`src/rtl/c86_sram_resp.sv`:
```
// c86_sram_resp: memory-side responder for the c86 byte bus (a, i, o, w, ce).
// Each access is served from a 16-bit asynchronous SRAM with WAIT_CYCLES
// wait states. The core is stalled by holding ce low until the byte is ready.
// Writes at or above ROM_BASE are turned into reads, which protects the BIOS.
// Optional feature macro: C86_RESP_LINEBUF_EN adds a one-word read buffer.
// All SRAM strobes are registered. The address phase is decoded from the live
// bus in S_ADDR, reaches the pins on the S_ADDR exit edge, and is held
// through S_DATA.
module c86_sram_resp #(
    parameter int          WAIT_CYCLES = 1,
    parameter logic [19:0] ROM_BASE    = 20'hFF000
) (
    input  logic        clock,
    input  logic        rst_n,
    input  logic [19:0] a,
    input  logic [7:0]  o,
    input  logic        w,
    output logic [7:0]  i,
    output logic        ce,
    output logic [18:0] sram_a,
    input  logic [15:0] sram_dq_i,
    output logic [15:0] sram_dq_o,
    output logic        sram_dq_oe,
    output logic        sram_ce_n,
    output logic        sram_oe_n,
    output logic        sram_we_n,
    output logic        sram_ub_n,
    output logic        sram_lb_n
);

    typedef enum logic [1:0] {
        S_ADDR = 2'd0,
        S_WAIT = 2'd1,
        S_DATA = 2'd2,
        S_ACK  = 2'd3
    } state_t;

    // Counter preload: S_WAIT exits when the counter reaches zero.
    localparam logic [3:0] WAIT_LOAD = (WAIT_CYCLES > 0) ? 4'(WAIT_CYCLES - 1) : 4'd0;

`ifdef C86_RESP_LINEBUF_EN
    localparam logic READ_BOTH_LANES = 1'b1;
`else
    localparam logic READ_BOTH_LANES = 1'b0;
`endif

    state_t      state_r;
    state_t      state_s;
    logic        a0_r;
    logic [7:0]  o_r;
    logic        wr_en_r;
    logic [3:0]  cnt_r;

    logic        cur_lsb_s;
    logic        cur_wr_s;
    logic        hit_s;
    logic [7:0]  buf_byte_s;

    logic        ce_s;
    logic        ce_n_s;
    logic        oe_n_s;
    logic        we_n_s;
    logic        ub_n_s;
    logic        lb_n_s;
    logic        dq_oe_s;

    // Current access attributes: live bus in S_ADDR, latched copies afterwards.
    always_comb begin
        if (state_r == S_ADDR) begin
            cur_lsb_s = a[0];
            cur_wr_s  = w & (a < ROM_BASE);
        end else begin
            cur_lsb_s = a0_r;
            cur_wr_s  = wr_en_r;
        end
    end

`ifdef C86_RESP_LINEBUF_EN
    logic        buf_valid_r;
    logic [18:0] buf_addr_r;
    logic [15:0] buf_data_r;

    // Buffer lookup: only plain reads can be answered from the buffer.
    always_comb begin
        if ((state_r == S_ADDR) && !w && buf_valid_r && (buf_addr_r == a[19:1])) begin
            hit_s = 1'b1;
        end else begin
            hit_s = 1'b0;
        end
        if (a[0]) begin
            buf_byte_s = buf_data_r[15:8];
        end else begin
            buf_byte_s = buf_data_r[7:0];
        end
    end

    // Buffer fill on every SRAM read, byte write-through on enabled writes.
    always_ff @(posedge clock) begin
        if (!rst_n) begin
            buf_valid_r <= 1'b0;
            buf_addr_r  <= 19'd0;
            buf_data_r  <= 16'd0;
        end else if (state_r == S_DATA) begin
            if (!wr_en_r) begin
                buf_valid_r <= 1'b1;
                buf_addr_r  <= sram_a;
                buf_data_r  <= sram_dq_i;
            end else if (buf_valid_r && (buf_addr_r == sram_a)) begin
                if (a0_r) begin
                    buf_data_r[15:8] <= o_r;
                end else begin
                    buf_data_r[7:0] <= o_r;
                end
            end
        end
    end
`else
    assign hit_s      = 1'b0;
    assign buf_byte_s = 8'h00;
`endif

    // State register.
    always_ff @(posedge clock) begin
        if (!rst_n) begin
            state_r <= S_ADDR;
        end else begin
            state_r <= state_s;
        end
    end

    // Next-state logic.
    always_comb begin
        state_s = state_r;
        case (state_r)
            S_ADDR: begin
                if (hit_s) begin
                    state_s = S_ACK;
                end else if (WAIT_CYCLES == 0) begin
                    state_s = S_DATA;
                end else begin
                    state_s = S_WAIT;
                end
            end
            S_WAIT: begin
                if (cnt_r == 4'd0) begin
                    state_s = S_DATA;
                end else begin
                    state_s = S_WAIT;
                end
            end
            S_DATA:  state_s = S_ACK;
            S_ACK:   state_s = S_ADDR;
            default: state_s = S_ADDR;
        endcase
    end

    // Output decode for the state being entered; registered below.
    always_comb begin
        ce_s    = 1'b0;
        ce_n_s  = 1'b1;
        oe_n_s  = 1'b1;
        we_n_s  = 1'b1;
        ub_n_s  = 1'b1;
        lb_n_s  = 1'b1;
        dq_oe_s = 1'b0;
        case (state_s)
            S_WAIT, S_DATA: begin
                ce_n_s = 1'b0;
                if (cur_wr_s) begin
                    we_n_s  = 1'b0;
                    dq_oe_s = 1'b1;
                end else begin
                    oe_n_s = 1'b0;
                end
                if (!cur_wr_s && READ_BOTH_LANES) begin
                    ub_n_s = 1'b0;
                    lb_n_s = 1'b0;
                end else begin
                    ub_n_s = ~cur_lsb_s;
                    lb_n_s = cur_lsb_s;
                end
            end
            S_ACK: begin
                ce_s = 1'b1;
                if (cur_wr_s) begin
                    dq_oe_s = 1'b1;
                end else begin
                    dq_oe_s = 1'b0;
                end
            end
            S_ADDR:  ce_s = 1'b0;
            default: ce_s = 1'b0;
        endcase
    end

    // Registered bus and SRAM outputs.
    always_ff @(posedge clock) begin
        if (!rst_n) begin
            ce         <= 1'b0;
            i          <= 8'h00;
            sram_a     <= 19'd0;
            sram_dq_o  <= 16'h0000;
            sram_dq_oe <= 1'b0;
            sram_ce_n  <= 1'b1;
            sram_oe_n  <= 1'b1;
            sram_we_n  <= 1'b1;
            sram_ub_n  <= 1'b1;
            sram_lb_n  <= 1'b1;
        end else begin
            ce         <= ce_s;
            sram_dq_oe <= dq_oe_s;
            sram_ce_n  <= ce_n_s;
            sram_oe_n  <= oe_n_s;
            sram_we_n  <= we_n_s;
            sram_ub_n  <= ub_n_s;
            sram_lb_n  <= lb_n_s;
            if (state_r == S_ADDR) begin
                sram_a    <= a[19:1];
                sram_dq_o <= {o, o};
            end else begin
                sram_a    <= sram_a;
                sram_dq_o <= sram_dq_o;
            end
            // Writes return the written byte so read-after-write is coherent.
            if (state_r == S_DATA) begin
                if (wr_en_r) begin
                    i <= o_r;
                end else if (a0_r) begin
                    i <= sram_dq_i[15:8];
                end else begin
                    i <= sram_dq_i[7:0];
                end
            end else if (hit_s) begin
                i <= buf_byte_s;
            end else begin
                i <= i;
            end
        end
    end

    // Access latch and wait-state counter.
    always_ff @(posedge clock) begin
        if (!rst_n) begin
            a0_r    <= 1'b0;
            o_r     <= 8'h00;
            wr_en_r <= 1'b0;
            cnt_r   <= 4'd0;
        end else begin
            case (state_r)
                S_ADDR: begin
                    a0_r    <= a[0];
                    o_r     <= o;
                    wr_en_r <= cur_wr_s;
                    cnt_r   <= WAIT_LOAD;
                end
                S_WAIT: begin
                    if (cnt_r != 4'd0) begin
                        cnt_r <= cnt_r - 4'd1;
                    end else begin
                        cnt_r <= cnt_r;
                    end
                end
                default: begin
                    cnt_r <= cnt_r;
                end
            endcase
        end
    end

endmodule

```
`config.mk`:
```
export PLATFORM = sky130hd
export DESIGN_NAME = c86_sram_resp
export DESIGN_NICKNAME = d
export VERILOG_FILES = /design/src/rtl/c86_sram_resp.sv
export SDC_FILE = /design/constraint.sdc
export NUM_CORES = 1
export LEC_CHECK = 0
export ABC_CLOCK_PERIOD_IN_PS = 1200
export BUFFER_PORTS_ARGS = -buffer_cell sky130_fd_sc_hd__buf_2
export CAP_MARGIN = 20
export CORE_MARGIN = 4
export CORE_UTILIZATION = 42
export CTS_CLUSTER_SIZE = 30
export DETAILED_ROUTE_END_ITERATION = 16
export PLACE_DENSITY = 0.76
export SYNTH_ARGS = -nofsm -noshare
export SYNTH_HDL_FRONTEND = slang
export SYNTH_SLANG_ARGS = --single-unit
```
`constraint.sdc`:
```
create_clock -name clock -period 1.2 [get_ports clock]
set_input_delay 0.12 -clock clock [delete_from_list [all_inputs] [get_ports clock]]
set_output_delay 0.12 -clock clock [all_outputs]
set_load 0.005 [all_outputs]
```
==> reports/qor.csv <==
stage,metric,value,unit
layout,most frequent cells in the layout,"buf_2, nand2_1, dfxtp_1",
die,Starting Density,44.4,%
worst_setup_path,critical path class,reg -> reg,
worst_setup_path,Worst Setup SP,a0_r$_SDFF_PN0_,
worst_setup_path,Top Family by Delay on Critical Path,flip-flops,
route,drt total wl,5110,um
layout,Final nets,386,
place,I/O Buffers,96,
route,drt pass-1 iters,4,
sta,setup violators final,0,
synth,Mapped Cells,243,
route,Iter 0 DRT Violations,108,
layout,area grow syn2layout,31.5,%
global_routing,number of global-route vias before repair,1839,
layout,"most common cell after layout, fill and taps aside",buf_2,
min_path,WHS Path Cells,3,
global_routing,grt total ovfl,0,
worst_setup_path,CP Data Required Time,1.39,ns
worst_setup_path,CP peak stage delay,0.34,ns
pwr,Lkg Pwr,1.34,nW
pwr,clock power share,31.2,%
die,Die X,79.6,um
clocking,Post-CTS Hold Fix Bufs,0,
sta,Layout Skew,0.00448,ns
synth,Post-Syn Area,0.00215,mm2
worst_setup_path,Buf/Inv on CP,1,
route,DRC,0,
synth,register area share after synthesis,46.5,%
pwr,P_sw,0.000920,W
clocking,# H-tree levels,2,
pwr,Flop pwr share,50.5,%
worst_setup_path,reg-to-reg setup timing slack,0.06,ns
worst_setup_path,CP arrival,1.33,ns
place,gpl congestion,0.793,
sta,Fin. Hold Viols,0,
die,Ports,97,
pwr,switching power share of the total,25.1,%
worst_setup_path,Setup crit start kind,register,
global_routing,largest net degree at the start of global routing,22,
min_path,Hold Crit Class,in -> reg,
die,core area,0.00485,mm2
synth,Synth Register Bits,50,
clocking,Clock Latency Late Sink,0.30,ns
clocking,# resized after CTS,0,
sta,Tmin final,1.14,ns
global_routing,initial antenna violation count,0,
worst_setup_path,Critical R2R Capture,i[4]$_SDFFE_PN0N_,
clocking,CTS Root Cell,clkbuf_8,
pwr,Comb pwr share,18.2,%
worst_setup_path,CP max FO,6,
layout,Register Area,0.00101,mm2
layout,Fillers,441,
die,Die Ht,79.6,um
die,Rows,25,
worst_setup_path,Crit-path slowest cell,dfxtp_2,
synth,syn_nets,292,
layout,share of layout cells above drive strength 1,40.2,%
synth,Unique masters post-synth,29,
layout,Multi-input gate area,991,um2
clocking,Clock Path Buffers,2,
pwr,power per cell area,1300,mW/mm2
route,Via Count,1921,
worst_setup_path,crit-path cells,buf_6 > mux2_2 > o211ai_1 > a21boi_1,
worst_setup_path,CP Capture Type,register,
layout,Util after Layout,58.3,%
clocking,Post-CTS Setup Inserts,0,
worst_setup_path,cells on worst reg2reg path,4,
pwr,Internal,0.00274,W
sta,RSZ-0062 raised after global routing,yes,
worst_setup_path,FF-to-FF Start,a0_r$_SDFF_PN0_,
run,Max-Cap Viols,0,
sta,FMAX,0.877,GHz
global_routing,global-route wire length before repair,8330,um
pwr,total power,0.00366,W
pwr,worst vdd ir,860,uV
clocking,clock buffer count from CTS,5,
worst_setup_path,worst setup path end,i[4]$_SDFFE_PN0N_,
worst_setup_path,WP depth,4,
clocking,TritonCTS clock tree,yes,
synth,Synthesis Warnings,0,
die,DIE AREA,0.00633,mm2
route,post-DR vias/cell,4.74,
sta,Slew HR,79.8,%
sta,worst slew pin tran,0.302,ns
global_routing,GR Util All Layers,16.6,%
outcome,outcome,completed,
place,Post-DP HPWL,3920,um
sta,Final Slew Violations,0,
clocking,clk sink count,50,
route,WL/cell,12.6,um
sta,fin crit share,95.0,%
route,remaining antenna violation count,0,
layout,ANT cells,0,
clocking,"Reg clk slew, reported paths",0.09,ns
synth,Mean Syn Cell Area,8.85,um2
layout make-up:
| cell class | instances | share of cell area, % |
|---|---|---|
| clock buffers | 5 | 2.43 |
| well taps | 67 | 2.96 |
| clock inverters | 3 | 1.42 |
| repair buffers | 111 | 22.0 |
| flip-flops and latches | 50 | 35.6 |
| inverters | 4 | 0.531 |
| multi-input cells | 165 | 35.0 |
worst min-delay path by stage:
stage          slack (ns)                      end   from
2_1_floorplan        0.25   sram_a[0]$_SDFFE_PN0P_   a[1]
6_report             0.05   sram_a[1]$_SDFFE_PN0P_   a[2]
4_1_cts              0.04   sram_a[1]$_SDFFE_PN0P_   a[2]
5_1_grt              0.05  sram_a[16]$_SDFFE_PN0P_  a[17]
3_5_place_dp         0.37   sram_a[1]$_SDFFE_PN0P_   a[2]
3_3_place_gp         0.36   sram_a[6]$_SDFFE_PN0P_   a[7]
power by group through the flow:
stage	logic [W]	clock network, W	registers, W
2_1_floorplan	0.000366	0	0.00190
5_1_grt	0.000749	0.00125	0.00187
4_1_cts	0.000676	0.00119	0.00185
3_5_place_dp	0.000673	0	0.00189
6_report	0.000668	0.00114	0.00185
3_3_place_gp	0.000663	0	0.00188
state kept, by name, indices dropped and copies added, names as in the netlist, 2 cells and up:
register   cells
sram_dq_o      8
i              8
state_r        2
cnt_r          4
sram_a        19
logic make-up (layout without fill, tap and decap cells):
kind of cell	count (synthesis)	in the layout	share of synthesized area, %
fa+ha+maj	2	2	1.16
mux	11	11	5.58
buf+inv	28	123	7.79
compound gates	55	55	19.1
flops	50	50	46.5
simple gates	97	97	19.8
metrics by stage:
| step | worst slack [ns] | std cells | instance area [um2] | hold WS, ns | setup TNS (ns) |
|---|---|---|---|---|---|
| finish | 0.0602 | 405 | 2830 | 0.0470 | 0 |
| CTS | 0.00860 | 405 | 2810 | 0.0388 | 0 |
| global placement | 0.0639 | 397 | 2700 | 0.359 | 0 |
| global route | -0.00361 | 405 | 2830 | 0.0547 | -0.00673 |
| detailed placement | 0.0262 | 397 | 2700 | 0.365 | 0 |
| floorplan | 0.0467 | 243 | 2150 | 0.255 | 0 |
worst register-to-register path, stage by stage (launching register included):
cell      delay (ns)
dfxtp_2         0.34
buf_6           0.12
mux2_2          0.33
o211ai_1        0.16
a21boi_1        0.09
routing by layer:
layer / track usage, % / vias up / wire, um / share of wire (%)
met5: 0 / - / 0 / 0
met4: 4.12 / 0 / 45 / 0.88
met3: 5.64 / 6 / 446 / 8.7
met2: 28.3 / 70 / 2340 / 46
met1: 20.0 / 865 / 2270 / 44
li1: - / 980 / - / -
synth_stat cells (all sizes together):
cell type	instances	area share, %
or2	1	0.29
nor2b	4	1.2
o211ai	9	3.1
nand2b	11	3.2
dfxtp	50	47
nand2	68	12
o21ai	2	0.47
nand3b	1	0.35
clkbuf	6	1.0
nand3	6	1.4
mux2i	3	1.4
nor2	2	0.47
o21bai	1	0.35
inv	4	0.70
nor3	1	0.23
mux2	8	4.2
a21boi	38	13
nand4	2	0.58
and2	1	0.29
a211oi	1	0.58
a21bo	1	0.47
a21o	1	0.35
a21oi	2	0.47
ha	2	1.2
buf	18	6.0
Power figures use the tool's default switching activity.
